### config.mk
export PLATFORM = sky130hd
export DESIGN_NAME = i2c_target_regs
export DESIGN_NICKNAME = d
export VERILOG_FILES = /design/src/rtl/i2c_target_regs.sv
export SDC_FILE = /design/constraint.sdc
export NUM_CORES = 1
export LEC_CHECK = 0
export ABC_AREA = 0
export CAP_MARGIN = 20
export CORE_ASPECT_RATIO = 1.25
export CORE_MARGIN = 2
export CORE_UTILIZATION = 54
export CTS_CLUSTER_DIAMETER = 50
export DETAILED_ROUTE_END_ITERATION = 12
export PLACE_DENSITY = 0.81
export SLEW_MARGIN = 15
export SYNTH_ARGS = -nofsm -noshare
export SYNTH_HDL_FRONTEND = slang
export SYNTH_SLANG_ARGS = --single-unit
### constraint.sdc
create_clock -name wb_clk -period 3.1 [get_ports wb_clk]
set_input_delay 0.62 -clock wb_clk [delete_from_list [all_inputs] [get_ports wb_clk]]
set_output_delay 0.62 -clock wb_clk [all_outputs]
set_load 0.01 [all_outputs]
### src/rtl/i2c_target_regs.sv
// I2C target with four shared byte registers and a pointer, also reachable from a Wishbone slave port.
// state      | meaning
// S_IDLE     | bus ignored until START
// S_ADDR     | shifting in address + R/W
// S_ADDR_ACK | driving address ACK
// S_RX       | shifting in a data byte (first byte loads PTR)
// S_RX_ACK   | driving data ACK
// S_TX       | shifting out R[PTR]
// S_TX_ACKCHK| sampling master ACK/NACK
module i2c_target_regs #(
  parameter logic [6:0] I2C_ADDR = 7'h42
) (
  input  logic        wb_clk,
  input  logic        wb_rst,
  input  logic [2:0]  wb_adr_i,
  input  logic [31:0] wb_dat_i,
  input  logic        wb_we_i,
  input  logic        wb_cyc_i,
  input  logic        wb_stb_i,
  output logic [31:0] wb_dat_o,
  output logic        wb_ack_o,
  output logic        wb_err_o,
  output logic        wb_rty_o,
  input  logic        scl_pad_i,
  input  logic        sda_pad_i,
  output logic        sda_pad_o,
  output logic        sda_padoen_o,
  output logic        irq_o
);

  typedef enum logic [2:0] {
    S_IDLE, S_ADDR, S_ADDR_ACK, S_RX, S_RX_ACK, S_TX, S_TX_ACKCHK
  } state_t;

  state_t      state_q;
  logic [1:0]  scl_sync_q, sda_sync_q;
  logic        scl_prev_q, sda_prev_q;
  logic [3:0]  bit_cnt_q;
  logic [7:0]  shift_q;
  logic        rw_q, first_q, oen_q;
  logic [1:0]  ptr_q;
  logic        i2c_wr_q;
  logic [7:0]  i2c_wr_data_q;
  logic [1:0]  i2c_wr_idx_q;
  logic [7:0]  regs_q [4];
  logic        wr_flag_q, ack_q;
  logic [31:0] dat_q, rd_data_d;

  logic scl_s, sda_s, scl_rise, scl_fall, start_det, stop_det, wb_req, busy;
  logic unused_dat;

  assign scl_s     = scl_sync_q[1];
  assign sda_s     = sda_sync_q[1];
  assign scl_rise  = scl_s & ~scl_prev_q;
  assign scl_fall  = ~scl_s & scl_prev_q;
  assign start_det = scl_s & scl_prev_q & sda_prev_q & ~sda_s;
  assign stop_det  = scl_s & scl_prev_q & ~sda_prev_q & sda_s;
  assign busy      = (state_q != S_IDLE);
  assign wb_req    = wb_cyc_i & wb_stb_i & ~ack_q;
  assign unused_dat = ^wb_dat_i[31:8];

  always_ff @(posedge wb_clk or posedge wb_rst) begin
    if (wb_rst) begin
      scl_sync_q <= 2'b11;
      sda_sync_q <= 2'b11;
      scl_prev_q <= 1'b1;
      sda_prev_q <= 1'b1;
    end else begin
      scl_sync_q <= {scl_sync_q[0], scl_pad_i};
      sda_sync_q <= {sda_sync_q[0], sda_pad_i};
      scl_prev_q <= scl_s;
      sda_prev_q <= sda_s;
    end
  end

  always_ff @(posedge wb_clk or posedge wb_rst) begin
    if (wb_rst) begin
      state_q       <= S_IDLE;
      bit_cnt_q     <= 4'd0;
      shift_q       <= 8'd0;
      rw_q          <= 1'b0;
      first_q       <= 1'b0;
      ptr_q         <= 2'd0;
      oen_q         <= 1'b1;
      i2c_wr_q      <= 1'b0;
      i2c_wr_data_q <= 8'd0;
      i2c_wr_idx_q  <= 2'd0;
    end else begin
      i2c_wr_q <= 1'b0;
      if (stop_det) begin
        state_q <= S_IDLE;
        oen_q   <= 1'b1;
      end else if (start_det) begin
        state_q   <= S_ADDR;
        bit_cnt_q <= 4'd0;
        oen_q     <= 1'b1;
      end else begin
        case (state_q)
          S_IDLE: ;
          S_ADDR: begin
            if (scl_rise) begin
              shift_q   <= {shift_q[6:0], sda_s};
              bit_cnt_q <= bit_cnt_q + 4'd1;
            end else if (scl_fall && bit_cnt_q == 4'd8) begin
              if (shift_q[7:1] == I2C_ADDR) begin
                state_q <= S_ADDR_ACK;
                rw_q    <= shift_q[0];
                oen_q   <= 1'b0;
              end else begin
                state_q <= S_IDLE;
              end
            end
          end
          S_ADDR_ACK: begin
            if (scl_fall) begin
              if (rw_q) begin
                state_q   <= S_TX;
                shift_q   <= regs_q[ptr_q];
                oen_q     <= regs_q[ptr_q][7];
                bit_cnt_q <= 4'd1;
              end else begin
                state_q   <= S_RX;
                first_q   <= 1'b1;
                oen_q     <= 1'b1;
                bit_cnt_q <= 4'd0;
              end
            end
          end
          S_RX: begin
            if (scl_rise) begin
              shift_q   <= {shift_q[6:0], sda_s};
              bit_cnt_q <= bit_cnt_q + 4'd1;
            end else if (scl_fall && bit_cnt_q == 4'd8) begin
              state_q <= S_RX_ACK;
              oen_q   <= 1'b0;
              if (first_q) begin
                ptr_q   <= shift_q[1:0];
                first_q <= 1'b0;
              end else begin
                i2c_wr_q      <= 1'b1;
                i2c_wr_data_q <= shift_q;
                i2c_wr_idx_q  <= ptr_q;
                ptr_q         <= ptr_q + 2'd1;
              end
            end
          end
          S_RX_ACK: begin
            if (scl_fall) begin
              state_q   <= S_RX;
              oen_q     <= 1'b1;
              bit_cnt_q <= 4'd0;
            end
          end
          S_TX: begin
            if (scl_fall) begin
              if (bit_cnt_q == 4'd8) begin
                state_q   <= S_TX_ACKCHK;
                oen_q     <= 1'b1;
                bit_cnt_q <= 4'd0;
                ptr_q     <= ptr_q + 2'd1;
              end else begin
                oen_q     <= shift_q[6];
                shift_q   <= {shift_q[6:0], 1'b0};
                bit_cnt_q <= bit_cnt_q + 4'd1;
              end
            end
          end
          S_TX_ACKCHK: begin
            // bit_cnt_q==1 marks "ACK seen, next byte starts at the coming falling edge"
            if (scl_rise) begin
              if (sda_s) state_q <= S_IDLE;
              else       bit_cnt_q <= 4'd1;
            end else if (scl_fall && bit_cnt_q == 4'd1) begin
              state_q   <= S_TX;
              shift_q   <= regs_q[ptr_q];
              oen_q     <= regs_q[ptr_q][7];
              bit_cnt_q <= 4'd1;
            end
          end
          default: state_q <= S_IDLE;
        endcase
      end
    end
  end

  always_comb begin
    rd_data_d = 32'd0;
    case (wb_adr_i)
      3'd0, 3'd1, 3'd2, 3'd3: rd_data_d[7:0] = regs_q[wb_adr_i[1:0]];
      3'd4:                   rd_data_d = {22'd0, ptr_q, 6'd0, wr_flag_q, busy};
      default:                rd_data_d = 32'd0;
    endcase
  end

  always_ff @(posedge wb_clk or posedge wb_rst) begin
    if (wb_rst) begin
      for (int i = 0; i < 4; i++) regs_q[i] <= 8'd0;
      wr_flag_q <= 1'b0;
      ack_q     <= 1'b0;
      dat_q     <= 32'd0;
    end else begin
      ack_q <= wb_req;
      if (wb_req) dat_q <= rd_data_d;
      if (wb_req && wb_we_i && !wb_adr_i[2]) regs_q[wb_adr_i[1:0]] <= wb_dat_i[7:0];
      // I2C write placed last so it wins a same-register collision
      if (i2c_wr_q) regs_q[i2c_wr_idx_q] <= i2c_wr_data_q;
      if (i2c_wr_q) wr_flag_q <= 1'b1;
      else if (wb_req && wb_we_i && wb_adr_i == 3'd4 && wb_dat_i[1]) wr_flag_q <= 1'b0;
    end
  end

  assign wb_dat_o     = dat_q;
  assign wb_ack_o     = ack_q;
  assign wb_err_o     = 1'b0;
  assign wb_rty_o     = 1'b0;
  assign sda_pad_o    = 1'b0;
  assign sda_padoen_o = oen_q;
  assign irq_o        = wr_flag_q;

endmodule

==> After elaboration in Yosys (flattened, before gate mapping) <==
Cells that the tools add are included.
{ "word_totals": {"reg_bits": 103, "out_inout_bits": 38} }
{ "classes": {"add_sub_neg": 2, "magnitude_cmp": 5, "n_eq_ne": 44, "mux": 83, "n_bitwise": 21, "n_reduce_logical": 28} }
{ "op_table": {"columns": ["operator", "n"], "rows": [
  ["8-bit two-way mux", 13],
  ["32-bit bitwise mux", 2],
  ["32-bit two-way mux", 2],
  ["4-bit inequality test, second input constant", 13],
  ["3-bit two-way mux", 14],
  ["4-bit two-way mux", 9],
  ["8-bit binary-select mux with 2-bit select", 2],
  ["8-bit demux with 2-bit select", 2],
  ["8-bit case mux with 4 select lines", 1],
  ["1-bit two-way mux", 25],
  ["11-bit AND reduction", 2],
  ["3-bit case mux with 7 select lines", 1],
  ["2-bit inequality test, second input constant", 10],
  ["4-bit case mux with 5 select lines", 1],
  ["8-bit case mux with 2 select lines", 1],
  ["2-bit two-way mux", 7],
  ["7-bit AND reduction", 2],
  ["3-bit by 2-bit equality test with 1-bit output, second input constant", 4],
  ["3-bit equality test, second input constant", 4],
  ["3-bit inequality test, second input constant", 4],
  ["6-bit AND reduction", 2],
  ["5-bit inequality test, second input constant", 2],
  ["10-bit AND reduction", 1],
  ["1-bit bitwise AND", 9],
  ["other kinds (26)", 50]
]} }

==> Logic depth before layout (Yosys ltp) <==
{ "depth": {"ltp_word": 9, "depth_mapped": 7, "mapped_depth_nobuf": 7} }

==> Worst setup path before layout <==
OpenSTA, ideal clock, no wires.
{ "synth_path": {"kind": "flip-flop to flip-flop", "from": "register scl_sync_q[1]", "to": "register shift_q[0]", "setup_time_ns": 0.125, "arrival_time_ns": 1.819, "t_required_ns": 2.975, "slack_ns": 1.156, "path_stages_with_launch": 7, "period_less_slack_ns": 1.944, "path_cell_list": "dfstp_2 buf_2 and2b_2 a22o_1 o21ai_2 nor3_4 mux2_2"} }
{ "synth_via": {"elab_chain_len": 5} }
{ "synth_lines": {"columns": ["element", "line", "source"], "rows": [
  ["start: declaration", "36", "logic [1:0] scl_sync_q, sda_sync_q;"],
  ["start signal: assignment", "69", "scl_sync_q <= {scl_sync_q[0], scl_pad_i};"],
  ["1-bit bitwise AND / 1-bit inverter (equally long branches)", "56, 57, 55", null],
  ["1-bit bitwise AND, on equally long branches", "56, 55, 57", null],
  ["1-bit bitwise AND (tied with other cells)", "56", "assign start_det = scl_s & scl_prev_q & sda_prev_q & ~sda_s;"],
  ["1-bit inverter (no line) / 2-bit inequality test (equally long branches)", null, null],
  ["10-bit AND reduction (no line) (*)", null, null],
  ["end signal: assignment", "102", "shift_q <= {shift_q[6:0], sda_s};"],
  ["end signal: assignment", "118", "shift_q <= regs_q[ptr_q];"],
  ["end signal: assignment", "131", "shift_q <= {shift_q[6:0], sda_s};"],
  ["end: declaration", "39", "logic [7:0] shift_q;"]
]} }
Mark *: on every way between the ends. The rest lies on a longest branch, timed or not.
A chain may end at the register's enable or synchronous reset.

==> Worst setup path in the final report <==
{ "layout_path": {"from": "register state_q[2]", "to": "register state_q[0]"} }
{ "layout_via": {"elab_chain_len": 4} }
{ "layout_lines": {"columns": ["element", "line", "source"], "rows": [
  ["start: declaration", "35", "state_t state_q;"],
  ["start signal: assignment", "78", "state_q <= S_IDLE;"],
  ["start signal: assignment", "91", "state_q <= S_IDLE;"],
  ["start signal: assignment", "94", "state_q <= S_ADDR;"],
  ["3-bit equality test (tied with other cells)", "98", "case (state_q)"],
  ["3-bit case mux with 7 select lines", "98", null],
  ["3-bit two-way mux", "93", "end else if (start_det) begin"],
  ["3-bit two-way mux", "90", "if (stop_det) begin"]
]} }
Parallel ways exist; a longest one is shown, timed or not.

==> impl_metrics.json <==
{
  "gp_congestion": 0.8857,
  "combPwrFrac_pct": 16.7,
  "crit_path_start_kind": "flop",
  "drv_slew": 0,
  "syn_to_final_growth_pct": 12.66,
  "synth_cell_types": 66,
  "vias_per_cell": 5.834,
  "period_needed_ns": 2.389,
  "p_clk_share_pct": 36.6,
  "tightestPinTransition_ns": 0.7409,
  "max_freq_mhz": 418.6,
  "post_cts_resized": 0,
  "die_x_microns": 87.82,
  "num_io_pins": 80,
  "layout.nets": 504,
  "wl_met3_microns": 551,
  "avgSynthCellArea_sq_um": 10.98,
  "final_common_cell": "dfrtp_1",
  "synth_warnings": 0,
  "synthCells": 432,
  "synth_edf_count": 0,
  "period_share_pct": 77.06,
  "yosysSeqAreaShare_pct": 42.93,
  "ant_nets": 0,
  "post_drt_wl_per_cell_microns": 18.04,
  "p_per_area_nw_per_um2": 539.8,
  "rsz0062_at_grt": "false",
  "drt-total-wl_microns": 10530,
  "antennaDiodeCount": 0,
  "power.switching_w": 0.0007612,
  "track_usage_pct": 24.40,
  "cp-end-kind": "flop",
  "power_frac_seq_pct": 46.7,
  "routed-wl-met2_microns": 5217,
  "core_area_sq_um": 8606,
  "synthArstFlopShare_pct": 100.0,
  "cpPeakStageDelay_ns": 0.83,
  "fin_ws_ns": 0.7112,
  "overflow": 0,
  "start_util_pct": 55.10,
  "m1WireLength_microns": 4344,
  "cts_root_buf": "clkbuf_8",
  "netlist_area_sq_um": 4742,
  "clk_pin_slew_ns": 0.08,
  "drc_errors": 0,
  "internal-power_w": 0.002123,
  "outcome": "complete, no violations",
  "grt_pass1_wl_microns": 17510,
  "cts_max_path_buffers": 2,
  "max-cap-violations": 0,
  "crit_buf_inv": 0,
  "hpwlAfterDp_microns": 7509,
  "cp_top_family": "flip-flops",
  "holdBufCountCts": 0,
  "sw_frac_of_total_pct": 26.39,
  "arrival_ns": 2.64,
  "die_area_sq_um": 9552,
  "die_h_microns": 108.8,
  "crit_path_cell_trace": "a21bo_2 -> o221ai_1 -> nor3_1 -> o21ai_2 -> mux2_1",
  "slew_headroom_pct": 50.60,
  "slowest_stage": "dfrtp_1",
  "rows": 38,
  "post_cts_buffers": 0,
  "skew_ns": 0.01670,
  "io_buffers": 30,
  "cts_tree": "yes",
  "grt_pass1_vias": 3429,
  "highest_layer": "met4",
  "hold_class": "reg -> reg",
  "antenna_found_initial": 0,
  "clk_latency_ns": 0.37,
  "utilization_pct": 62.08,
  "fin_tns_setup_ns": 0,
  "cts.sinks": 81,
  "cts_inserted_buffers": 9,
  "grt_max_degree": 49,
  "critPathKind": "reg -> reg",
  "dr.pass1.iters": 4,
  "p_leak_nw": 2.175,
  "vdd_drop_max_mv": 0.3277,
  "drive_gt1_share_pct": 19.61,
  "num_vias": 3407,
  "synth_ff_type": "dfrtp_1",
  "finalHoldViolations": 0,
  "ys_ff_latch": 81,
  "post-place-ws_ns": 0.3361,
  "cp_max_fo": 26,
  "setup_viol": 0,
  "crit_required_ns": 3.35,
  "cts_max_level": 3,
  "layout_common_cells": "dfrtp_1, mux2i_1, nor2_1",
  "drt_iter0_markers": 262
}
metal layers:
layer,track usage (%),vias to the layer above
li1,-,1600
met1,31.05,1672
met2,39.23,107
met3,5.148,28
met4,12.42,0
met5,0,-
state kept, by name, indices dropped and copies added (netlist names), 2 cells and up:
name and count:
i2c_wr_data_q 8, bit_cnt_q 4, shift_q 8, i2c_wr_idx_q 2
wb_dat_o 10, sda_sync_q 2, scl_sync_q 2, ptr_q 2
regs_q 32, state_q 3
power groups by stage:
stage	Combinational [W]	Clock, W	Sequential, W
finish	0.000482	0.00106	0.00135
global route	0.000528	0.00113	0.00137
global placement	0.000462	0	0.00135
floorplan	0.000361	0	0.00132
CTS	0.000485	0.00107	0.00134
detailed placement	0.000482	0	0.00136
cells by family (layout without fill, tap and decap cells):
| family | after synthesis | count (layout) | share of synthesized area [%] |
|---|---|---|---|
| adders and majority gates | 3 | 3 | 0.7916 |
| xor gates and xnor gates | 1 | 1 | 0.1847 |
| DFF | 81 | 81 | 42.93 |
| and+or+nand+nor | 114 | 114 | 13.40 |
| other | 1 | 25 | 0.07908 |
| muxes | 79 | 79 | 21.64 |
| AOI/OAI and AO/OA | 96 | 96 | 13.77 |
| buffers and inverters | 57 | 65 | 7.203 |
stage by stage:
step	total power, W	cells	hold slack, ns	area, sq um
floorplan	0.001682	456	0.3452	4832
global route	0.003028	584	0.3566	5343
CTS	0.002902	584	0.3523	5343
detailed placement	0.001846	568	0.3473	5067
finish	0.002884	584	0.3478	5343
global placement	0.001811	568	0.3453	5067
synth_stat cells, types with 3 or more instances:
cell type  number  area (sq um)
o21ai_0        16         80.08
or3_1           3         18.77
o21ai_1         9         45.04
mux2_2         27         304.0
nand2_1        29         108.9
o221ai_1        3         26.28
nor3b_1         7         52.55
a31oi_1         5         31.28
buf_4          29         217.7
nand3b_1        4         30.03
a22o_1         10         87.58
buf_1           3         11.26
buf_2           8         40.04
mux4_2         16         360.4
nor2b_1         8         50.05
a21oi_1        24         120.1
nand2b_1        4         25.02
ha_1            3         37.54
inv_1           8         30.03
nand3_1         8         40.04
clkbuf_1        7         26.28
mux2i_1        35         350.3
and3_1          3         18.77
nor2_1         31         116.4
dfstp_2         7         183.9
dfrtp_1        74          1852
area by class of cell:
type                            count  area, sq um
Fill cell                         701         3263
Inverter                            8        31.28
Tap cell                          120        150.1
Timing Repair Buffer               41        395.4
Clock inverter                      6        137.6
Sequential cell                    81         2036
Multi-Input combinational cell    318         2455
Clock buffer                       10        137.6
path summary, 6_finish.rpt:
path                               start       endpoint  slack (ns)  cells past startpoint
max                           state_q[2]     state_q[0]        0.71                      5
min                        sda_sync_q[0]  sda_sync_q[1]        0.35                      0
max reg2reg                   state_q[2]     state_q[0]        0.71                      5
min reg2reg                sda_sync_q[0]  sda_sync_q[1]        0.35                      0
max in group asynchronous         wb_rst  sda_sync_q[0]        1.76                      3
min in group asynchronous         wb_rst   bit_cnt_q[1]        0.63                      2
Note: power is estimated with default switching activity, not from simulation.
